--- config.mk ---
export PLATFORM = sky130hd
export DESIGN_NAME = mem_arbiter
export DESIGN_NICKNAME = d
export VERILOG_FILES = /design/src/rtl/mem_arbiter.sv
export SDC_FILE = /design/constraint.sdc
export NUM_CORES = 1
export LEC_CHECK = 0
export ABC_AREA = 1
export CORE_MARGIN = 5
export CORE_UTILIZATION = 29
export CTS_BUF_LIST = sky130_fd_sc_hd__clkbuf_16
export CTS_CLUSTER_SIZE = 28
export DETAILED_ROUTE_END_ITERATION = 16
export PLACE_DENSITY = 0.7
export SLEW_MARGIN = 20
export SYNTH_ARGS = -nofsm -noshare
export SYNTH_HDL_FRONTEND = slang
export SYNTH_SLANG_ARGS = --single-unit
--- constraint.sdc ---
create_clock -name clk -period 1.62 [get_ports clk]
set_input_delay 0.486 -clock clk [delete_from_list [all_inputs] [get_ports clk]]
set_output_delay 0.486 -clock clk [all_outputs]
set_load 0.02 [all_outputs]
--- src/rtl/mem_arbiter.sv ---
`default_nettype none
// -----------------------------------------------------------------------------
// mem_arbiter: shares one 12-bit word RAM between the CPU bus and the DMA/panel
// port. Optional MEM_ARB_STATS_EN adds grant and timeout statistics outputs.
// Revision: 1.0
// -----------------------------------------------------------------------------
module mem_arbiter #(
  parameter int DMA_PRIORITY = 1,
  parameter int TIMEOUT      = 15,
  parameter int CNT_W        = 4
) (
  input  logic        clk,
  input  logic        rst,
  input  logic        cpu_load,
  input  logic        cpu_we,
  input  logic [11:0] cpu_addr,
  input  logic [11:0] cpu_wdata,
  output logic [11:0] cpu_rdata,
  output logic        cpu_ready,
  input  logic        dma_load,
  input  logic        dma_we,
  input  logic [11:0] dma_addr,
  input  logic [11:0] dma_wdata,
  output logic [11:0] dma_rdata,
  output logic        dma_ready,
  output logic        dma_err,
  output logic        cpu_err,
  output logic        ram_load,
  output logic        ram_we,
  output logic [11:0] ram_addr,
  output logic [11:0] ram_wdata,
  input  logic [11:0] ram_rdata,
  input  logic        ram_ready,
  output logic [1:0]  owner
`ifdef MEM_ARB_STATS_EN
  ,
  output logic [15:0] cpu_grants,
  output logic [15:0] dma_grants,
  output logic [7:0]  timeouts
`endif
);

  typedef enum logic [1:0] {
    IDLE    = 2'd0,
    GNT_CPU = 2'd1,
    GNT_DMA = 2'd2,
    RELEASE = 2'd3
  } state_t;

  state_t            state_q, state_d;
  logic [CNT_W-1:0]  cnt_q, cnt_d;
  logic              last_dma_q, last_dma_d;
  logic [11:0]       cpu_rdata_q, cpu_rdata_d;
  logic [11:0]       dma_rdata_q, dma_rdata_d;
  logic              tmo_expire;

  // Expiry is judged on the cycle whose registered count is TIMEOUT-1, so the
  // abort pulse lands on the TIMEOUT-th grant cycle.
  assign tmo_expire = (TIMEOUT != 0) && (cnt_q == CNT_W'(TIMEOUT - 1));

  always_comb begin
    state_d     = state_q;
    cnt_d       = cnt_q;
    last_dma_d  = last_dma_q;
    cpu_rdata_d = cpu_rdata_q;
    dma_rdata_d = dma_rdata_q;
    ram_load    = 1'b0;
    ram_we      = 1'b0;
    ram_addr    = '0;
    ram_wdata   = '0;
    cpu_ready   = 1'b0;
    dma_ready   = 1'b0;
    cpu_err     = 1'b0;
    dma_err     = 1'b0;
    owner       = 2'b00;

    case (state_q)
      IDLE: begin
        cnt_d = '0;
        if (cpu_load && dma_load) begin
          state_d = ((DMA_PRIORITY != 0) || !last_dma_q) ? GNT_DMA : GNT_CPU;
        end else if (cpu_load) begin
          state_d = GNT_CPU;
        end else if (dma_load) begin
          state_d = GNT_DMA;
        end
      end
      GNT_CPU: begin
        owner     = 2'b01;
        ram_load  = cpu_load;
        ram_we    = cpu_we;
        ram_addr  = cpu_addr;
        ram_wdata = cpu_wdata;
        cnt_d     = cnt_q + CNT_W'(1);
        // Completion outranks a same-cycle drop or expiry.
        if (ram_ready) begin
          cpu_ready   = 1'b1;
          cpu_rdata_d = ram_rdata;
          last_dma_d  = 1'b0;
          state_d     = RELEASE;
        end else if (!cpu_load) begin
          state_d = RELEASE;
        end else if (tmo_expire) begin
          cpu_err = 1'b1;
          state_d = RELEASE;
        end
      end
      GNT_DMA: begin
        owner     = 2'b10;
        ram_load  = dma_load;
        ram_we    = dma_we;
        ram_addr  = dma_addr;
        ram_wdata = dma_wdata;
        cnt_d     = cnt_q + CNT_W'(1);
        if (ram_ready) begin
          dma_ready   = 1'b1;
          dma_rdata_d = ram_rdata;
          last_dma_d  = 1'b1;
          state_d     = RELEASE;
        end else if (!dma_load) begin
          state_d = RELEASE;
        end else if (tmo_expire) begin
          dma_err = 1'b1;
          state_d = RELEASE;
        end
      end
      default: begin
        cnt_d   = '0;
        state_d = IDLE;
      end
    endcase
  end

  assign cpu_rdata = cpu_ready ? ram_rdata : cpu_rdata_q;
  assign dma_rdata = dma_ready ? ram_rdata : dma_rdata_q;

  // last_dma resets high so the first round-robin tie goes to the CPU.
  always_ff @(posedge clk or posedge rst) begin
    if (rst) begin
      state_q     <= IDLE;
      cnt_q       <= '0;
      last_dma_q  <= 1'b1;
      cpu_rdata_q <= '0;
      dma_rdata_q <= '0;
    end else begin
      state_q     <= state_d;
      cnt_q       <= cnt_d;
      last_dma_q  <= last_dma_d;
      cpu_rdata_q <= cpu_rdata_d;
      dma_rdata_q <= dma_rdata_d;
    end
  end

`ifdef MEM_ARB_STATS_EN
  logic [15:0] cpu_grants_q, cpu_grants_d;
  logic [15:0] dma_grants_q, dma_grants_d;
  logic [7:0]  timeouts_q, timeouts_d;

  always_comb begin
    cpu_grants_d = cpu_grants_q;
    dma_grants_d = dma_grants_q;
    timeouts_d   = timeouts_q;
    if (state_q == IDLE && state_d == GNT_CPU) cpu_grants_d = cpu_grants_q + 16'd1;
    if (state_q == IDLE && state_d == GNT_DMA) dma_grants_d = dma_grants_q + 16'd1;
    if ((cpu_err || dma_err) && timeouts_q != 8'hFF) timeouts_d = timeouts_q + 8'd1;
  end

  always_ff @(posedge clk or posedge rst) begin
    if (rst) begin
      cpu_grants_q <= '0;
      dma_grants_q <= '0;
      timeouts_q   <= '0;
    end else begin
      cpu_grants_q <= cpu_grants_d;
      dma_grants_q <= dma_grants_d;
      timeouts_q   <= timeouts_d;
    end
  end

  assign cpu_grants = cpu_grants_q;
  assign dma_grants = dma_grants_q;
  assign timeouts   = timeouts_q;
`endif

endmodule
`default_nettype wire

Word-level counts from Yosys, hierarchy flattened

Cells that the tools add are included.

Register bits: 30
Bits in latches: 0
Bits in writable memories: 0
Memory bits (read-only): 0
Input bits: 67
Output and inout bits: 56
Logic and storage cells: 41
Memories: 0

$add $sub $neg: 1
Multiply operators: 0
Divide/modulo/power cells: 0
$lt $le $gt $ge: 0
Equality and inequality tests: 4
Shift-type cells: 0
Mux-type cells: 27
Bitwise gates (word level): 0
Reductions and logical operators: 5

Operators by type and width:

| operator                                       | number |
|---|---|
| case mux 12 bit (2 select lines)               | 2 |
| 2-to-1 mux 12 bit                              | 2 |
| 2-to-1 mux 2 bit                               | 8 |
| 2-to-1 mux 1 bit                               | 10 |
| case mux 2 bit (3 select lines)                | 1 |
| adder 4 x 1 -> 4 bit (second input constant)   | 1 |
| == test 4 bit (second input constant)          | 1 |
| 2-to-1 mux 4 bit                               | 1 |
| != test 4 bit (second input constant)          | 1 |
| case mux 1 bit (2 select lines)                | 2 |
| case mux 2 bit (2 select lines)                | 1 |
| AND reduction 2 bit                            | 2 |
| == test 2 x 1 -> 1 bit (second input constant) | 1 |
| == test 2 bit (second input constant)          | 1 |
| zero test 2 bit                                | 1 |
| OR reduction 2 bit                             | 1 |
| logical AND 1 bit                              | 1 |

Logic depth before layout (Yosys ltp)

Gate-level depths: netlist of the first run.

Depth in word-level cells: 5
Gate-level depth with buffers: 9
Gate-level depth less buffers: 8

Least setup slack after synthesis of the first run

OpenSTA, ideal clock, no wires.

Path kind: reg2out
Start: register state_q[1]
End: output port cpu_err
Arrival: 1608 ps
Required time: 1134 ps
Path slack: -474 ps
Stages on the path, launching flop included: 6
Path buffers: 1
Path through: dfrtp_1 > inv_1 > ha_1 > buf_4 > nand2_1 > nor3_1

Longest elaborated chain between the ends: 2

RTL lines:

| element                  | line | source |
|---|---|---|
| start: declaration       | 50   | `state_t state_q, state_d;` |
| start signal: assignment | 146  | `state_q <= state_d;` |
| == test 2 x 1 -> 1 bit   | 77   | `case (state_q)` |
| 2-to-1 mux 1 bit         | 77   |  |
| end: declaration         | 27   | `output logic cpu_err,` |

No other way between the ends.

Final worst setup path of the first run

Start: register state_q[1]
End: output port cpu_rdata[3]

Longest elaborated chain between the ends: 3

RTL lines:

| element                | line | source |
|---|---|---|
| == test 2 x 1 -> 1 bit | 77   |  |
| 2-to-1 mux 1 bit       | 77   |  |
| 2-to-1 mux 12 bit      | 134  | `assign cpu_rdata = cpu_ready ? ram_rdata : cpu_rdata_q;` |
| end: declaration       | 18   | `output logic [11:0] cpu_rdata,` |

No other way between the ends.

==> results.md, run 1 <==
- The run finished, with violations left.
- The final reports fail on setup timing.
- In this run the deepest clock path goes through 2 buffers.
- The number of antenna diodes in the final layout is 0.
- The peak ir drop on the vdd network is 1.620 mV.
- Clock-pin slew was measured on the worst setup and hold paths at 0.05 ns.
- The placed instance area is 3829 sq um.
- The die outline area is 7918 sq um.
- Between clock sinks in the finished design, the worst skew comes to 0.007064 ns.
- In the routed design, unresolved DRC markers number 0.
- Across the whole layout, storage elements account for 753.2 sq um.
- The top cell types in the final layout, fill and taps aside, are clkdlybuf4s50_1, buf_6, nand2_1.
- The filler cells instantiated in the layout total 393.
- At the worst endpoint, the arrival time is 1.60 ns.
- In this run the cell area of the synthesized design comes to 1809 sq um.
- The static leakage is 0.001931 uW.
- The synthesized netlist devotes 0.9682% of its cell area to XOR and XNOR gates.
- The critical path starts at state_q[1].
- After Yosys synthesis, full adders, half adders and majority gates account for 4.841% of the synthesized area.
- The share of synthesized area spent on multiplexers is 0%.
- The via count normalized by instance count is 4.680.
- The synthesized area divided by synthesized cell count is 7.866 sq um.
- The H-tree was split into 2 levels.
- In the finished design, the share of the clock period the worst path needs comes to 129.0%.
- TritonCTS built the clock tree.
- Global routing finished with a remaining overflow of 0.
- For this run, the detailed router's first-pass iteration total came to 4.
- In this run the register-to-register setup slack is 0.25 ns.
- The area occupied by multi-input gates is 1531 sq um.
- The minimum clock period is 2.090 ns.
- The worst setup slack after layout is -0.4695 ns.
- The combinational family with the most area after synthesis is simple AND/OR/NAND/NOR gates.
- The synthesis warning total is 0.
- Setup violations remaining at the end of the flow were counted as 56.
- Port buffering added 122 buffers.
- Setup repair after global routing could not meet its margin everywhere.
- The total routing resource utilization after global routing is 18.04%.
- Summing the areas of all compound-gate instances in the mapped netlist gives 19.09% of the synthesized area.
- The starting DRC count in detailed routing is 34.
- The setup TNS is -23.11 ns.
- Summed over its instances, the top area cell type makes up 41.49% of the synthesized netlist area.
- Detailed placement ended at an HPWL of 5.139 mm.
- The initial utilization of the core area, before any placement, comes to 30.20%.
- For this block, the routed nets add up to 7.418 mm of wire.
- In the post-synthesis netlist, the biggest area contributors are dfrtp_1, nand2_1, o21ai_2, a21oi_1, ha_1.
- From left edge to right edge, the die measures 88.99 microns.
- The worst setup path is captured at a primary output.
- The finished cells cover 4463 sq um.
- At the worst endpoint, the required time is 1.13 ns.
- The pin count of the biggest net entering global routing is 31.
- The tool flagged a number of max-cap violations equal to 0.
- The y dimension of the die is 88.99 microns.
- Relative to the synthesized area, the layout overhead comes to 146.7%.
- At the pin with the least slew margin, the transition time is 0.3079 ns.
- The clock insertion delay at the later pin of the skew report is 0.28 ns.
- The library cell used most frequently in the layout, excluding fill and tap cells, is clkdlybuf4s50_1.
- The worst-case headroom to the max-slew limit is 79.48%.
- In the final design database the tool counted 460 nets.
- The via count of the first global-routing pass is 2287.
- The global-route wire length before repair is 11.16 mm.
- On the final layout, the worst hold slack is 0.4881 ns.
- The category of the most critical setup path is register to primary output.
- The net count after synthesis is 304.
- The max-slew violation count is 0.
- In this run the clock root is driven by a clkbuf_16.
- After synthesis, the netlist uses 17 different library cells.
- Buffers inserted to repair hold after CTS numbered 0.
- The critical path startpoint category is a register.
- The remaining antenna violation count after routing is 0.
- The register area share after synthesis is 41.49%.
- The routed via count is 2162.
- The floorplan step defined a core boundary enclosing 5991 sq um.
- The cell type contributing the most total cell area after synthesis is dfrtp_1.
- In this run the power density over the cells is 2130 nW/um^2.
- The number of cells produced by synthesis is 230.
- The type of the worst min-delay path is register to register.
- The synthesized flop and latch total is 30.
- The wire length per cell is 16.06 microns.
- The number of buffers created by CTS is 5.
- The launch point of the worst reg-to-reg path is state_q[0].
- The fraction of layout cells with a size suffix above 1 is 54.01%.
- The final estimated routing congestion in global placement is 0.7276.
- The highest attainable clock frequency is 478.6 MHz.
- The most critical setup path has its endpoint at cpu_rdata[3].
- Summing the areas of all and, or, nand and nor instances in the mapped netlist gives 23.31% of the synthesized area.
- Along the worst path, the maximum fanout reaches 9.
- The end of the worst register-to-register path is cnt_q[1].
- The logic depth of the worst register-to-register path is 7.
- The initial antenna violation count is 0.
- The hold violation count in the final report is 0.
- The floorplan has 28 rows.
- The number of sinks handled by clock tree synthesis is 30.
- The number of top-level design ports is 123.
area by class of cell:
class / count / share of cell area [%]
clock inverter: 3 / 0.8971
sequential: 30 / 16.88
timing repair buffer: 162 / 40.82
tap: 75 / 2.103
multi-input combinational: 165 / 34.31
clock buffer: 5 / 2.803
inverter: 22 / 2.187
kinds of logic (layout without fill, tap and decap cells):
kind of cell	Yosys count	in the layout
flip-flops	30	30
AO/OA/AOI/OAI	51	51
XOR/XNOR	2	2
buffers and inverters	35	192
adder cells (fa/ha/maj)	7	7
AND/OR/NAND/NOR	105	105
metrics by stage:
step / utilization (%) / total power, uW / std cells / setup WS, ns
floorplan: - / 5041 / 230 / -0.1473
global placement: 63.91 / 7077 / 441 / -1.020
detailed placement: 63.91 / 7154 / 441 / -1.025
CTS: 72.60 / 9346 / 458 / -0.4559
global route: 74.50 / 10030 / 462 / -0.5275
finish: 74.50 / 9508 / 462 / -0.4695
timing repair:
action	CTS	global route
pin swaps	3	2
endpoints found under the setup margin	56	57
gates cloned	4	2
buffers inserted	5	2
resized for setup	382	14
worst min path at each step:
stage | cells past startpoint | end | startpoint | slack [ns]
final | 2 | dma_rdata_q[7] | dma_rdata_q[7] | 0.49
after global routing | 2 | dma_rdata_q[2] | dma_rdata_q[2] | 0.51
after CTS | 2 | dma_rdata_q[10] | dma_rdata_q[10] | 0.48
after detailed placement | 2 | dma_rdata_q[8] | dma_rdata_q[8] | 0.46
after global placement | 2 | dma_rdata_q[9] | dma_rdata_q[9] | 0.45
after floorplan | 1 | cnt_q[0] | cnt_q[0] | 0.45
synth_stat cells (all sizes together):
master and count:
nand2 90, dfrtp 30, a21oi 27, o21ai 24
inv 22, buf 10, ha 7, nor2 7
nand3 5, clkbuf 3, nor3 2, nor3b 1
xnor2 1, xor2 1
flip-flops by register name, summed over array words and instances (netlist names):
register     count
cnt_q            4
cpu_rdata_q     12
dma_rdata_q     12
state_q          2
where the power goes:
part           internal (uW)  switching, uW
logic                   3500           3710
clock network            718            325
registers               1090            163
total                   5310           4200
worst max-delay path: stages, from the launching register on:
cell     delay, ns
dfrtp_2       0.44
inv_4         0.09
ha_4          0.21
nand2_8       0.10
buf_16        0.18
o21ai_4       0.15
buf_6         0.14
per-layer routing:
layer	vias up	global-route usage (%)	part of all wire, %
met2	97	33.20	50
li1	1036	-	-
met3	6	6.267	12
met1	1023	20.37	37
met5	-	0	0
met4	0	3.112	0.74
Power figures use the tool's default switching activity.
==> inputs of run 2 (changes only) <==
--- a/config.mk
+++ b/config.mk
@@ -6,7 +6,7 @@
 export NUM_CORES = 1
 export LEC_CHECK = 0
 export ABC_AREA = 1
-export CORE_MARGIN = 5
+export CORE_MARGIN = 2
 export CORE_UTILIZATION = 29
 export CTS_BUF_LIST = sky130_fd_sc_hd__clkbuf_16
 export CTS_CLUSTER_SIZE = 28
==> run 2 against run 1 <==
Effect of this change:
- the flow still finishes with violations (setup timing)
- combinational power down 6.5%
- critical path depth up 1
- sequential power barely moved
- worst setup slack better by 0.025 ns
- design area decreased by 4.4%
- via count fell by 1.9%
- clock power decreased by 15%
- critical endpoint is now dma_rdata[4]
- largest cell class unchanged
- largest power group unchanged
- highest routed layer unchanged
==> results.md, run 2 (synthesis results as in run 1) <==
- The run finished, with violations left.
- The final reports fail on setup timing.
- The CTS tree is yes.
- The logic depth of the worst register-to-register path is 7.
- The detailed router finished its first iteration with 33 violations.
- Overall power consumption after layout is estimated at 8906 uW.
- In this run the deepest clock path goes through 2 buffers.
- The via count of the first global-routing pass is 2254.
- The pin count of the biggest net entering global routing is 31.
- The clock transition at the registers of the reported paths is 0.05 ns.
- The initial antenna violation count is 0.
- STA classifies the critical path startpoint as a register.
- The part of the cycle the worst path needs is 127.4%.
- The worst hold path passes through 2 cells.
- The detailed router placed 2121 vias in this run.
- The worst hold slack is 0.4864 ns.
- The repair_antennas step left the layout with diodes totalling 0.
- After detailed routing, the average wire length per cell comes to 14.14 microns.
- The setup TNS is -21.97 ns.
- The peak ir drop on the vdd network is 1.337 mV.
- The tightest min-delay check is of the register to register type.
- The number of cell rows is 28.
- The die is 82.99 microns tall.
- The sort of element at the end of the critical path is a primary output.
- The number of nets in the final layout is 455.
- For this design the top-level I/O count stands at 123.
- The placeable core region is 5991 sq um.
- In the final layout, the registers with the most flip-flops are cpu_rdata_q (12), dma_rdata_q (12), cnt_q (4).
- The highest attainable clock frequency is 484.4 MHz.
- The max-slew violation count is 0.
- The final standard cell area without fillers is 4268 sq um.
- The largest fanout on the critical path is 13.
- The final estimated routing congestion in global placement is 0.7916.
- At the worst endpoint, the required time is 1.13 ns.
- The die covers 6887 sq um.
- For this run, design rule violations remaining after detail routing come to 0.
- The static leakage is 0.001827 uW.
- The start point of the worst min-delay path is cpu_rdata_q[5].
- At the pin with the least slew margin, the transition time is 0.2804 ns.
- Power spread over the standard cell area amounts to 2087 nW/um^2.
- The width of the chip is 82.99 microns.
- Once the floorplan was initialized, standard cells occupied 30.20% of the core.
- The worst setup slack after layout is -0.4445 ns.
- The H-tree generated during clock tree synthesis spans 2 levels.
- Data arrives at the worst endpoint at 1.58 ns.
- The fraction of layout cells with a size suffix above 1 is 52.36%.
- The max-capacitance violation count is 0.
- The launch point of the worst reg-to-reg path is state_q[0].
- The via count normalized by instance count is 4.641.
- OpenSTA, run right after detailed placement, puts the worst setup slack at -1.012 ns.
- The remaining antenna violation count after routing is 0.
- The global-route wire length before repair is 11.16 mm.
- In the layout the commonest cells are clkdlybuf4s50_1, buf_6, nand2_1.
- The worst pin sits at a relative slew slack of 81.26%.
- The number of sinks handled by clock tree synthesis is 30.
- Summed over all layers, the global routing overflow is 0.
- Once detailed placement completed, the half-perimeter wirelength came to 4.973 mm.
- Relative to the synthesized area, the layout overhead comes to 135.9%.
- The total routing resource utilization after global routing is 19.68%.
- Setup violations remaining at the end of the flow were counted as 56.
- The later pin in the worst-skew pair is clocked with a latency of 0.28 ns.
- The end of the worst register-to-register path is cnt_q[1].
- The placed instances occupy a cell area of 3859 sq um.
- The worst clock skew on the final layout is 0.003485 ns.
- The buffer cell driving the clock tree root is clkbuf_16.
- For flop-to-flop paths, the worst setup slack is 0.24 ns.
- The number of optimization iterations in the first detailed-route pass is 3.
- Wires add up to 6.464 mm.
- The category of the most critical setup path is register to primary output.
- For hold timing, the worst endpoint is cpu_rdata_q[5].
- Setup repair after global routing could not meet its margin everywhere.
- The most frequent standard cell in the layout excluding fill and tap cells is clkdlybuf4s50_1.
- During placement, the flow inserted port buffers numbering 122.
- The hold violation count in the final report is 0.
- The minimum clock period is 2.064 ns.
- Buffers inserted during clock tree synthesis total 5.
[run 2: changes by cell type in the layout (fill, tap and decap cells not counted), sizes merged]
cell / before / now
clkinv: 2 / 3
bufinv: 1 / 0
inv: 22 / 21
clkinvlp: 0 / 1
buf: 94 / 91
clkdlybuf4s50: 65 / 64
clkbuf: 7 / 5
dlygate4sd2: 1 / 2
[run 2: critical path: stages (launching register included)]
cell	delay (ns)
dfrtp_2	0.44
inv_4	0.09
ha_4	0.21
nand2_4	0.09
buf_12	0.17
nand2_2	0.08
o21ai_4	0.06
buf_4	0.16
[run 2: worst max path at each step]
stage,from,end,slack [ns],depth (start not counted)
floorplan,state_q[0],ram_addr[0],-0.15,6
global placement,ram_ready,cpu_rdata[11],-0.98,6
detailed placement,ram_ready,cpu_rdata[2],-1.01,6
CTS,state_q[0],ram_addr[2],-0.46,6
global route,state_q[0],dma_rdata[4],-0.51,7
finish,state_q[0],dma_rdata[4],-0.44,7
[run 2: layout make-up]
type	count	area, sq um
flip-flops and latches	30	753.2
multi-input cells	165	1530
repair buffers	157	1652
clock inverters	3	16.27
inverters	22	97.59
clock buffers	5	125.1
fillers	444	1723
well taps	75	93.84
[run 2: power by group]
| part | leakage (uW) | internal (uW) | switching [uW] |
|---|---|---|---|
| registers | 0.000376 | 1090 | 192 |
| logic | 0.00138 | 3220 | 3520 |
| clock network | 0.0000672 | 559 | 325 |
| total | 0.00183 | 4870 | 4040 |
[run 2: per-layer routing]
| layer | up-vias | wire, microns | part of all wire [%] | GRT usage [%] |
|---|---|---|---|---|
| li1 | 1022 | - | - | - |
| met1 | 995 | 2664 | 41 | 24.11 |
| met2 | 96 | 3245 | 50 | 34.24 |
| met3 | 8 | 502 | 7.8 | 5.666 |
| met4 | 0 | 52 | 0.80 | 4.322 |
| met5 | - | 0 | 0 | 0 |
[run 2: timing repair]
item | CTS | global route
pin swaps | 2 | 3
setup buffers | 4 | 1
setup endpoints to repair | 56 | 56
gates resized for setup | 368 | 22
gates cloned | 1 | 0
hold buffers | 0 | 0
[run 2: stage by stage]
step                instances  util [%]
floorplan                 230         -
CTS                       456     69.78
global route              457     71.24
detailed placement        445     64.41
global placement          445     64.41
finish                    457     71.24
==> RTL edit (settings of run 2) <==
`cpu_rdata_q` and `dma_rdata_q` no longer have a reset.
--- a/src/rtl/mem_arbiter.sv
+++ b/src/rtl/mem_arbiter.sv
@@ -142,4 +142,2 @@
       last_dma_q  <= 1'b1;
-      cpu_rdata_q <= '0;
-      dma_rdata_q <= '0;
     end else begin
@@ -148,5 +146,8 @@
       last_dma_q  <= last_dma_d;
-      cpu_rdata_q <= cpu_rdata_d;
-      dma_rdata_q <= dma_rdata_d;
     end
+  end
+
+  always_ff @(posedge clk) begin
+    cpu_rdata_q <= cpu_rdata_d;
+    dma_rdata_q <= dma_rdata_d;
   end
Check against the original RTL: differs if rst is asserted again (counterexample within 4 cycles, from zero or initial values and one cycle with rst high); with rst held inactive, the same outputs for 10 cycles.
==> RTL edit against run 2 <==
The run ends with design-rule violations, negative setup slack left; register-to-register slack worse by 0.17 ns; setup slack got worse by 0.054 ns; power decreased by 1.4%; sequential cell count did not move; cell area grew 14%; synthesized area up 7.2%; worst hold slack got worse by 0.059 ns; wire length rose by 17%; critical endpoint is now ram_wdata[8].
==> RTL edit: results (changes against run 2) <==
Largest net degree at the start of global routing = 18 (-42%)
Hold WC Path Type = input pin to async pin
Final setup vio count = 56 (unchanged)
Filler cells = 399 (-10%)
M1 wire length = 2916 um (+9.5%)
Detailed placer's ending HPWL = 4783 um (-3.8%)
Worst setup margin = -0.4988 ns (-0.05427 ns)
Remaining DRCs = 11 (+11)
Grt met3 use = 3.946% (-1.7 points)
Crit path arrival time = 1.63 ns (+0.05 ns)
Failing checks = design-rule violations, negative setup slack
Status = finished with violations
Post-synth EDFFs = 24 (+24)
# resized after CTS = 386 (+4.9%)
Fin Clk Skew = 0.003810 ns (+0.0003257 ns)
Post-Layout Cell Count = 484 (+5.9%)
R2R setup slack = 0.07 ns (-0.17 ns)
Top Family by Delay on Critical Path = buffers and inverters
Sequential fraction of the synthesis area = 44.90% (+3.4 points)
Number of global-route vias before repair = 2353 (+4.4%)
Max rail drop VDD = 0.9569 mV (-28%)
Met1 GRT Util = 23.39% (-0.72 points)
Vias per cell = 4.709 (+1.5%)
Post-synth top flop = edfxtp_1
Final setup TNS = -24.43 ns (-2.461 ns)
RTL edit: cell count changes in the layout (fill, tap and decap cells not counted), moves of 2 or more:
cell	delta
nand2_8	+4
nand2_4	+10
edfxtp_1	+24
clkbuf_16	+2
o21ai_2	+4
dfrtp_1	-24
buf_6	+8
nand2_1	-11
buf_8	+2
buf_12	+8
o21ai_4	-4
RTL edit: layout make-up:
type                       instances  area share, %
clock buffer                       5          2.567
clock inverter                     3         0.2567
inverter                          22          2.002
multi-input combinational        167          33.75
sequential                        30          17.92
tap                               77          1.976
timing repair buffer             180          41.53
RTL edit: power breakdown:
| group | internal (mW) | switching [mW] |
|---|---|---|
| clock network | 0.553 | 0.309 |
| logic | 3.39 | 3.40 |
| registers | 1.03 | 0.102 |
RTL edit: kinds of logic after synthesis:
family,synth area share [%]
fa+ha+maj,4.516
simple gates,22.26
compound gates,17.81
xor+xnor,0.9034
buf+inv,9.612
flops,44.90
